### src/rtl/spi_slave.sv
// spi_slave: mode-0 (CPOL=0, CPHA=0), MSB-first SPI slave.
// The SPI pins are oversampled by the system clock, so no logic runs on spi_clock.
// Received words are passed downstream with a put strobe.
// Reply words are pulled from an upstream source with a get/empty handshake.
//
// Ports
//   clock      system clock, rising edge
//   reset_n    asynchronous active-low reset
//   in         reply word from upstream, valid when empty=0
//   get        1-cycle strobe: `in` is consumed this cycle
//   empty      upstream has no reply word
//   out        last fully received word
//   put        1-cycle strobe: `out` holds a new word
//   spi_cs_n   chip select, active low (asynchronous)
//   spi_clock  SPI clock (asynchronous)
//   spi_mosi   master-out data (asynchronous)
//   spi_miso   slave-out data
module spi_slave #(
  parameter int W = 8
) (
  input  logic         clock,
  input  logic         reset_n,
  input  logic [W-1:0] in,
  output logic         get,
  input  logic         empty,
  output logic [W-1:0] out,
  output logic         put,
  input  logic         spi_cs_n,
  input  logic         spi_clock,
  input  logic         spi_mosi,
  output logic         spi_miso
);

  localparam int CW = $clog2(W + 1);

  typedef enum logic {IDLE, SHIFT} state_t;

  state_t        state;
  logic [2:0]    cs_q;
  logic [2:0]    sck_q;
  logic [1:0]    mosi_q;
  logic [W-2:0]  rx;
  logic [W-1:0]  rx_next;
  logic [W-1:0]  tx;
  logic [CW-1:0] cnt;
  logic          reload;

  logic cs_fall, cs_rise, sck_rise, sck_fall, mosi_s, load_req;

  // Synchroniser stage.
  // Bit 1 is the synchronised level and bit 2 is the previous level,
  // which is used for edge detection.
  always_ff @(posedge clock or negedge reset_n) begin
    if (!reset_n) begin
      cs_q   <= 3'b111;
      sck_q  <= 3'b000;
      mosi_q <= 2'b00;
    end else begin
      cs_q   <= {cs_q[1:0], spi_cs_n};
      sck_q  <= {sck_q[1:0], spi_clock};
      mosi_q <= {mosi_q[0], spi_mosi};
    end
  end

  assign cs_fall  = cs_q[2] & ~cs_q[1];
  assign cs_rise  = ~cs_q[2] & cs_q[1];
  assign sck_rise = ~sck_q[2] & sck_q[1];
  assign sck_fall = sck_q[2] & ~sck_q[1];
  assign mosi_s   = mosi_q[1];
  assign rx_next  = {rx, mosi_s};

  // A reply word is loaded at the start of a window and after each complete word.
  // A cs_n rise overrides a coincident SCK fall.
  // This prevents a master that ends the window with SCK low and cs_n high together
  // from pulling a spare word.
  always_comb begin
    load_req = 1'b0;
    if (state == IDLE)
      load_req = cs_fall;
    else
      load_req = ~cs_rise & sck_fall & reload;
    get = load_req & ~empty;
  end

  assign spi_miso = (state == SHIFT) & tx[W-1];

  // Protocol stage: FSM, shift registers and output word.
  always_ff @(posedge clock or negedge reset_n) begin
    if (!reset_n) begin
      state  <= IDLE;
      rx     <= '0;
      tx     <= '0;
      cnt    <= '0;
      reload <= 1'b0;
      out    <= '0;
      put    <= 1'b0;
    end else begin
      put <= 1'b0;
      case (state)
        IDLE: begin
          if (cs_fall) begin
            state  <= SHIFT;
            tx     <= empty ? '0 : in;
            cnt    <= '0;
            reload <= 1'b0;
          end
        end
        SHIFT: begin
          if (cs_rise) begin
            // A partial word is simply dropped.
            state  <= IDLE;
            cnt    <= '0;
            reload <= 1'b0;
          end else if (sck_rise) begin
            rx <= rx_next[W-2:0];
            if (cnt == CW'(W - 1)) begin
              out    <= rx_next;
              put    <= 1'b1;
              cnt    <= '0;
              reload <= 1'b1;
            end else begin
              cnt <= cnt + 1'b1;
            end
          end else if (sck_fall) begin
            if (reload) begin
              tx     <= empty ? '0 : in;
              reload <= 1'b0;
            end else begin
              tx <= {tx[W-2:0], 1'b0};
            end
          end
        end
        default: state <= IDLE;
      endcase
    end
  end

endmodule

### config.mk
export PLATFORM = sky130hd
export DESIGN_NAME = spi_slave
export DESIGN_NICKNAME = d
export VERILOG_FILES = /design/src/rtl/spi_slave.sv
export SDC_FILE = /design/constraint.sdc
export NUM_CORES = 1
export LEC_CHECK = 0
export ABC_AREA = 1
export CORE_AREA = 2 2 61 63
export DETAILED_ROUTE_END_ITERATION = 6
export DIE_AREA = 0 0 63 65
export PLACE_DENSITY = 0.72
export SLEW_MARGIN = 20
export SYNTH_ARGS = -nofsm -noshare
export SYNTH_HDL_FRONTEND = slang
export SYNTH_SLANG_ARGS = --single-unit
### constraint.sdc
create_clock -name clock -period 1.57 [get_ports clock]
set_clock_uncertainty 0.05 [all_clocks]
set_input_delay 0.471 -clock clock [delete_from_list [all_inputs] [get_ports clock]]
set_output_delay 0.471 -clock clock [all_outputs]
set_load 0.02 [all_outputs]
==> metrics.cfg, run 1 <==
[flow_run]
drv_cap=0

[synth]
yosysTopAreaCellShare_pct=50.32
syn_inst=195
synthTopCellsByArea=dfrtp_1, nand2_1, o21ai_0
syn_area_per_cell_um2=8.925
synth_seq_cells=38
synth_edf_count=0
async_flop_share_pct=100.0
netlist_area_mm2=0.001740
yosys_warnings=0
synth_nets=212
synth-seq-area-share_pct=54.85
yosysTopAreaCell=dfrtp_1
synth_top_flop_cell=dfrtp_1
synth_cell_types=24

[die]
die_area_mm2=0.004095
chipHeight_um=65
start_util_pct=49.79
io_pins=25
num_rows=22
core_mm2=0.003496
die_w_um=63

[routing]
vias_per_cell=4.719
wirelength_mm=3.260
num_vias=1359
drt_pass1_iterations=4
drt_iter0_drc=48
ant_nets=0
drc=0
detail_route.wl_per_cell_um=11.32

[clock_network]
insertion_delay_ns=0.34
clk_pin_slew_worst_paths_ns=0.11
clockBufferDepth=2
cts.sinks=38
cts_htree_levels=2
cts-root-buf=clkbuf_4
cts_hold_buf=0
tritoncts=done
numCtsBuffers=5

[timing]
setup_viol=1
min_period_ns=1.906
rsz0062_at_grt=yes
max_freq_ghz=0.5247
worstMarginPinSlew_ns=0.4356
slew_violations=0
setup_tns_ns=-0.3358
slew-limit-headroom_pct=70.96
hold_viol=0
setup_ws_ns=-0.3358
fin_crit_sh_pct=121.4

[pwr]
power.total_mw=2.066
ir_drop_uv=597.5
powerDensity_mw_per_mm2=931.4
leakagePower_nw=1.166

[critical_path]
arrival_ns=1.38
startpoint_type=flop
critPathKind=reg2out
path_max_fanout=3
cp-end-kind=primary output
worst_ep_required_time_ns=1.05

[global_route]
grt_pass1_wl_mm=5.658
antenna_found_initial=0
grt_pass1_vias=1323
grt_max_degree=21
grt.total_usage_pct=17.86
overflow=0

[cells_and_area]
drive_gt1_share_pct=27.08
utilization_pct=63.46
syn2layout_area_growth_pct=27.46
diodes=0
nets=256

[place]
port_buffers=24
dp_hpwl_mm=2.276
gp_congestion=0.7919

[worst_hold_path]
hold_class=in2async

[outcome]
failed_checks=negative setup slack
status=finished, violations left

[state kept, by name (all words and copies together), names as in the netlist, 2 cells and up]
name,flops
cnt,4
cs_q,3
mosi_q,2
out,8
rx,7
sck_q,3
tx,8
[cells by family after synthesis]
logic type / count (synthesis) / share of synthesized area (%)
compound gates: 32 / 11.14
xor+xnor: 1 / 0.5033
fa+ha+maj: 3 / 2.157
buf+inv: 30 / 7.980
flops: 38 / 54.85
simple gates: 91 / 23.36
[cells in the final DEF (no fill, tap or decap)]
| cell type | count |
|---|---|
| nand2_1 | 68 |
| dfrtp_1 | 35 |
| o21ai_0 | 22 |
| inv_1 | 20 |
| buf_4 | 13 |
| clkdlybuf4s50_1 | 12 |
| o21ai_2 | 7 |
| nand3_1 | 6 |
| clkbuf_4 | 5 |
| inv_2 | 4 |
| nand2_2 | 4 |
| nor2_4 | 4 |
| clkbuf_2 | 4 |
| nand2_4 | 3 |
| ha_1 | 3 |
| dfstp_2 | 3 |
| buf_2 | 3 |
| buf_6 | 3 |
| nor2_1 | 2 |
| clkinv_2 | 2 |
| clkdlybuf4s15_1 | 2 |
| buf_12 | 2 |
| a21oi_2 | 1 |
| o21ai_4 | 1 |
| clkinv_1 | 1 |
| nand3_2 | 1 |
| nand2_8 | 1 |
| inv_4 | 1 |
| or2_4 | 1 |
| a21oi_1 | 1 |
| or2_2 | 1 |
| nor3_1 | 1 |
| xnor2_1 | 1 |
| clkbuf_1 | 1 |
| clkdlybuf4s15_2 | 1 |
[worst paths after layout]
kind / from / end / slack (ns) / cells after the start
max in group asynchronous: reset_n / mosi_q[1] / 1.00 / 2
min reg2reg: mosi_q[0] / mosi_q[1] / 0.31 / 0
min in group clock: mosi_q[0] / mosi_q[1] / 0.31 / 0
max: cs_q[2] / get / -0.34 / 5
min: reset_n / sck_q[1] / 0.003 / 1
max reg2reg: sck_q[1] / tx[7] / 0.07 / 7
[cell usage after synthesis (all sizes together) (2+ instances only)]
| cell | instances |
|---|---|
| nand2 | 75 |
| dfrtp | 35 |
| o21ai | 30 |
| inv | 25 |
| nand3 | 7 |
| nor2 | 6 |
| buf | 4 |
| dfstp | 3 |
| ha | 3 |
| a21oi | 2 |
| or2 | 2 |
[cell type report]
| cell class | count | area [um^2] |
|---|---|---|
| Fill cell | 306 | 1277 |
| Sequential cell | 38 | 954.7 |
| Multi-Input combinational cell | 128 | 694.4 |
| Timing Repair Buffer | 40 | 357.8 |
| Inverter | 26 | 100.1 |
| Tap cell | 48 | 60.06 |
| Clock buffer | 6 | 41.29 |
| Clock inverter | 2 | 10.01 |
[stage by stage]
step / setup slack [ns] / cells / hold slack (ns) / area (um^2)
global route: -0.4070 / 288 / 0.01953 / 2218
detailed placement: -0.6760 / 275 / 0.2881 / 2110
floorplan: 0.002666 / 195 / 0.1254 / 1753
global placement: -0.6744 / 275 / 0.2818 / 2110
CTS: -0.3581 / 284 / 0.01230 / 2173
finish: -0.3358 / 288 / 0.002781 / 2218
[routing by layer]
metal	global-route usage (%)	routed length, um
met5	0	0
met4	9.167	61
met3	4.167	160
met2	30.05	1549
met1	21.44	1488
[repair_timing]
| item | 4_1_cts | 5_1_grt |
|---|---|---|
| setup buffers | 1 | 3 |
| resized for setup | 32 | 16 |
| setup endpoints to repair | 19 | 15 |
| pin swaps | 1 | 1 |
| cloned | 0 | 1 |
[where the power goes]
group          internal [mW]  total, mW  switching, mW
clock network          0.171      0.473          0.303
logic                  0.179      0.425          0.246
registers               1.11       1.17         0.0615
[critical path, stage by stage, from the launching register on]
cell	delay, ns
dfstp_2	0.54
inv_2	0.05
o21ai_4	0.13
nand3_2	0.10
nor2_4	0.11
buf_6	0.11
Power figures use the tool's default switching activity.
==> run 2, diff against run 1 <==
Settings changed: CORE_AREA 2 2 61 63 to 2 2 60 62, DIE_AREA 0 0 63 65 to 0 0 62 64, DONT_BUFFER_PORTS set to 1, PLACE_DENSITY 0.72 to 0.65.
==> run 2 against run 1 <==
  * The flow still finishes with violations (negative setup slack)
  * First-iteration DRC count is 8.3% lower
  * Power fell by 3.5%
  * Core utilization fell by 4.9 points
  * Cell area is 13% lower
  * Combinational power fell by 15%
  * Critical endpoint unchanged
  * Highest routed layer unchanged
==> metrics.cfg, run 2 (same netlist as run 1, synthesis figures left out) <==
[clock_network]
numCtsBuffers=5  ; unchanged
clk_pin_slew_worst_paths_ns=0.11  ; about the same
cts.sinks=38  ; unchanged
cts-root-buf=clkbuf_4
clockBufferDepth=2  ; unchanged
cts_htree_levels=2  ; unchanged
insertion_delay_ns=0.34  ; about the same
tritoncts=done

[die]
core_mm2=0.003284  ; -6.0%
io_pins=25  ; unchanged
die_w_um=62  ; -1.6%
num_rows=21  ; -4.5%
chipHeight_um=64  ; -1.5%
die_area_mm2=0.003968  ; -3.1%
start_util_pct=52.99  ; +3.2 points

[cells_and_area]
nets=223  ; -13%
reg.largest.list=out: 8 flops, tx: 8 flops, rx: 7 flops
layout_commonest_cell=nand2_1
final_cell_mix=nand2_1, dfrtp_1, o21ai_0
diodes=0  ; unchanged
nFillCells=306  ; unchanged
syn2layout_area_growth_pct=10.42
multi_input_area_um2=683.2  ; -1.6%
seqCellArea_um2=954.7  ; unchanged
drive_gt1_share_pct=21.84  ; -5.2 points

[critical_path]
path_max_fanout=5  ; +2
cp-end-kind=primary output
worst_ep_required_time_ns=1.05  ; about the same
startpoint_type=flop
cp_cell_sequence=nand2_2 > a21oi_4 > nor2_4
slowest_stage=dfstp_2
arrival_ns=1.33  ; -0.05 ns
max_stage_delay_ns=0.60  ; +0.06 ns
critPathKind=reg2out

[place]
dp_hpwl_mm=2.009  ; -12%
port_buffers=0  ; -100%
gp_congestion=0.8107  ; +2.4%
preCtsSetupSlack_ns=-0.01828  ; +0.6578 ns

[routing]
drc=0  ; unchanged
ant_nets=0  ; unchanged
num_vias=1231  ; -9.4%
drt_pass1_iterations=6  ; +2
wirelength_mm=2.809  ; -14%
drt_iter0_drc=44  ; -8.3%
vias_per_cell=4.885  ; +3.5%
detail_route.wl_per_cell_um=11.15  ; -1.5%

[timing]
max_freq_ghz=0.5408  ; +3.1%
hold_viol=0  ; unchanged
fin_crit_sh_pct=117.8  ; -3.6 points
setup_ws_ns=-0.2791  ; +0.05666 ns
slew_violations=0  ; unchanged
slew-limit-headroom_pct=80.51  ; +9.5 points
hold_ws_ns=0.07412  ; +0.07134 ns
rsz0062_at_grt=yes
min_period_ns=1.849  ; -0.05666 ns
setup_viol=1  ; unchanged
worstMarginPinSlew_ns=0.2904  ; -0.1452 ns

[global_route]
overflow=0  ; unchanged
grt_max_degree=39  ; +86%
grt_pass1_wl_mm=4.954  ; -12%
grt.total_usage_pct=16.84  ; -1.0 points
grt_pass1_vias=1155  ; -13%
antenna_found_initial=0  ; unchanged

[outcome]
failed_checks=negative setup slack
status=finished, violations left

[pwr]
leakagePower_nw=1.024  ; -12%
powerDensity_mw_per_mm2=1037  ; +11%
power.total_mw=1.993  ; -3.5%
ir_drop_uv=655.5  ; +9.7%

[flow_run]
drv_cap=0  ; unchanged

[worst_hold_path]
hold_class=in2reg

run 2: cell type report:
type                    count  area share [%]
flip-flops and latches     38           49.67
multi-input cells         127           35.55
inverters                  26           5.208
repair buffers              8           4.102
well taps                  46           2.995
clock buffers               5           1.953
clock inverters             2          0.5208
run 2: what timing repair did:
action	CTS	global route
pin swaps	1	1
setup endpoints to repair	1	9
hold endpoints to repair	38	0
hold buffers	2	0
gates resized for setup	2	7
setup buffers	0	1
run 2: worst max-delay path: cells and delay by family, from the launching register on:
kind	cells	cell delay, ns
compound gates	1	0.18
simple gates	2	0.20
flops	1	0.60
run 2: per-layer routing:
| layer | track usage [%] | vias to the layer above | part of all wire, % |
|---|---|---|---|
| met5 | 0 | - | 0 |
| met2 | 25.52 | 37 | 46 |
| met1 | 21.97 | 563 | 45 |
| met4 | 7.181 | 0 | 2.0 |
| li1 | - | 624 | - |
| met3 | 5.061 | 7 | 6.9 |
run 2: path summary, 6_finish.rpt:
kind | start | end | slack, ns | depth (start not counted)
setup / recovery | cs_q[1] | get | -0.28 | 3
hold / removal | spi_cs_n | cs_q[0] | 0.07 | 0
setup reg to reg | cs_q[2] | out[7] | 0.12 | 8
hold reg to reg | cs_q[0] | cs_q[1] | 0.30 | 0
max in group asynchronous | reset_n | cs_q[0] | 0.69 | 2
min in group asynchronous | reset_n | state | 0.51 | 2
run 2: through the flow:
stage | TNS, ns | instance area, um^2 | utilization (%) | instances
2_1_floorplan | 0 | 1753 | - | 195
5_1_grt | -0.3727 | 1922 | 58.51 | 252
6_report | -0.2791 | 1922 | 58.51 | 252
3_3_place_gp | 0 | 1807 | 55.01 | 242
4_1_cts | -0.2961 | 1896 | 57.71 | 251
3_5_place_dp | -0.01828 | 1807 | 55.01 | 242
run 2: power by group:
| part | total [mW] | internal (mW) | leakage, nW | switching, mW |
|---|---|---|---|---|
| Combinational | 0.362 | 0.131 | 0.501 | 0.231 |
| Sequential | 1.17 | 1.11 | 0.492 | 0.0667 |
| Clock | 0.459 | 0.161 | 0.0308 | 0.298 |
==> run 3, diff against run 2 <==
Settings changed: CORE_AREA 2 2 60 62 to 2 2 58 60, DIE_AREA 0 0 62 64 to 0 0 60 62, PLACE_DENSITY 0.65 to 0.69, SKIP_LAST_GASP set to 1.
==> run 3 against run 2 <==
  * The run still ends with negative setup slack left
  * Worst setup slack improved by 0.0068 ns
  * Combinational power fell by 2%
  * Cell count rose by 0.40%
  * Register-to-register slack barely moved
  * Via count rose by 0.65%
  * Critical path depth rose by 1
  * Power fell by 0.53%
  * Clock-buffer cell count did not move
==> metrics.cfg, run 3 (same netlist as run 1, synthesis figures left out) <==
[clock_network]
clockBufferDepth=2  ; unchanged
insertion_delay_ns=0.33  ; about the same
cts-root-buf=clkbuf_4
cts.sinks=38  ; unchanged
tritoncts=done
cts_htree_levels=2  ; unchanged
numCtsBuffers=5  ; unchanged
clk_pin_slew_worst_paths_ns=0.10  ; about the same

[routing]
drt_pass1_iterations=4  ; -2
ant_nets=0  ; unchanged
wirelength_mm=2.945  ; +4.8%
detail_route.wl_per_cell_um=11.64  ; +4.4%
drc=0  ; unchanged
drt_iter0_drc=50  ; +14%
vias_per_cell=4.897  ; +0.25%
num_vias=1239  ; +0.65%

[die]
io_pins=25  ; unchanged
core_mm2=0.003179  ; -3.2%
num_rows=21  ; unchanged
start_util_pct=54.74  ; +1.8 points
die_area_mm2=0.003720  ; -6.3%
die_w_um=60  ; -3.2%
chipHeight_um=62  ; -3.1%

[critical_path]
path_max_fanout=5  ; unchanged
startpoint_type=flop
critPathTopFamily=flip-flops
slowest_stage=dfstp_2
worst_ep_required_time_ns=1.05  ; about the same
max_stage_delay_ns=0.54  ; -0.06 ns
cp-end-kind=primary output
arrival_ns=1.32  ; about the same
cp_cell_sequence=inv_2 > nand2_2 > a21oi_2 > nor2_4
cp_num_buf_inv=1  ; +1
critPathKind=reg2out
ff2ff_setup_slack_ns=0.13  ; about the same

[timing]
fin_crit_sh_pct=117.3  ; -0.44 points
slew-limit-headroom_pct=83.03  ; +2.5 points
hold_viol=0  ; unchanged
min_period_ns=1.842  ; -0.006831 ns
max_freq_ghz=0.5428  ; +0.37%
setup_ws_ns=-0.2723  ; +0.006831 ns
rsz0062_at_grt=yes
setup_viol=1  ; unchanged
worstMarginPinSlew_ns=0.2528  ; -0.03762 ns
slew_violations=0  ; unchanged

[cells_and_area]
diodes=0  ; unchanged
final_cell_mix=nand2_1, dfrtp_1, o21ai_0
drive_gt1_share_pct=21.74  ; -0.11 points
nFillCells=302  ; -1.3%
layout_commonest_cell=nand2_1
syn2layout_area_growth_pct=9.562
reg.largest.list=out: 8 flops, tx: 8 flops, rx: 7 flops
utilization_pct=59.98  ; +1.5 points
nets=224  ; +0.45%

[pwr]
ir_drop_uv=600.5  ; -8.4%
leakagePower_nw=1.020  ; -0.42%
powerDensity_mw_per_mm2=1040  ; +0.25%

[worst_hold_path]
hold_class=in2reg

[flow_run]
drv_cap=0  ; unchanged

[place]
preCtsSetupSlack_ns=0.03750  ; +0.05578 ns
port_buffers=0  ; unchanged
gp_congestion=0.7955  ; -1.9%
dp_hpwl_mm=2.051  ; +2.1%

[outcome]
status=finished, violations left
failed_checks=negative setup slack

[global_route]
grt.total_usage_pct=17.96  ; +1.1 points
grt_pass1_vias=1151  ; -0.35%
overflow=0  ; unchanged
antenna_found_initial=0  ; unchanged
grt_pass1_wl_mm=4.809  ; -2.9%
grt_max_degree=39  ; unchanged

-- run 3: cell count changes in the layout (fill, tap and decap cells not counted), sizes merged --
cell / change
buf: +1
-- run 3: through the flow --
stage	setup TNS [ns]	instances	cell area (um^2)	hold WS [ns]	power [mW]
5_1_grt	-0.3494	253	1907	0.03924	2.131
3_5_place_dp	0	242	1807	0.1262	1.509
3_3_place_gp	0	242	1807	0.1261	1.491
4_1_cts	-0.2811	253	1903	0.06366	2.006
2_1_floorplan	0	195	1753	0.1254	1.438
6_report	-0.2723	253	1907	0.08326	1.983
-- run 3: worst paths after layout --
kind,startpoint,endpoint,cells past startpoint
hold / removal,spi_cs_n,cs_q[0],0
hold reg to reg,sck_q[0],sck_q[1],0
max in group asynchronous,reset_n,cs_q[0],2
min in group asynchronous,reset_n,tx[6],2
setup reg to reg,cs_q[2],out[0],8
setup / recovery,cs_q[2],get,4
-- run 3: repair_timing --
| item | CTS | global route |
|---|---|---|
| hold buffers | 2 | 0 |
| gates cloned | 0 | 0 |
| endpoints found under the hold margin | 38 | 0 |
| gates resized for setup | 1 | 3 |
| buffers inserted | 2 | 0 |
| setup endpoints to repair | 1 | 10 |
| pin swaps | 1 | 1 |
-- run 3: power breakdown --
group | total [mW] | switching (mW) | internal [mW]
clock | 0.459 | 0.298 | 0.161
sequential | 1.17 | 0.0614 | 1.11
combinational | 0.355 | 0.232 | 0.123
-- run 3: area by class of cell --
| type | count | area [um^2] | area share [%] |
|---|---|---|---|
| well taps | 46 | 57.56 | 3.018 |
| clock inverters | 2 | 10.01 | 0.5249 |
| repair buffers | 9 | 82.58 | 4.331 |
| multi-input cells | 127 | 665.6 | 34.91 |
| clock buffers | 5 | 37.54 | 1.969 |
| inverters | 26 | 97.59 | 5.118 |
| flip-flops and latches | 38 | 955.9 | 50.13 |
-- run 3: per-layer routing --
metal | track usage (%) | part of all wire (%) | wire [um] | vias to the layer above
met4 | 5.714 | 1.5 | 43 | 0
met3 | 6.418 | 5.2 | 152 | 5
li1 | - | - | - | 630
met5 | 0 | 0 | 0 | -
met2 | 31.06 | 50 | 1460 | 29
met1 | 21.00 | 44 | 1289 | 575
-- run 3: worst reg2reg max path: stages, from the launching register on --
cell and delay (ns):
dfstp_2 0.54, inv_2 0.05, nand2_2 0.12, inv_2 0.08, nor2_4 0.15, nand2_4 0.16
inv_1 0.13, nand2_1 0.06, nand2_1 0.05
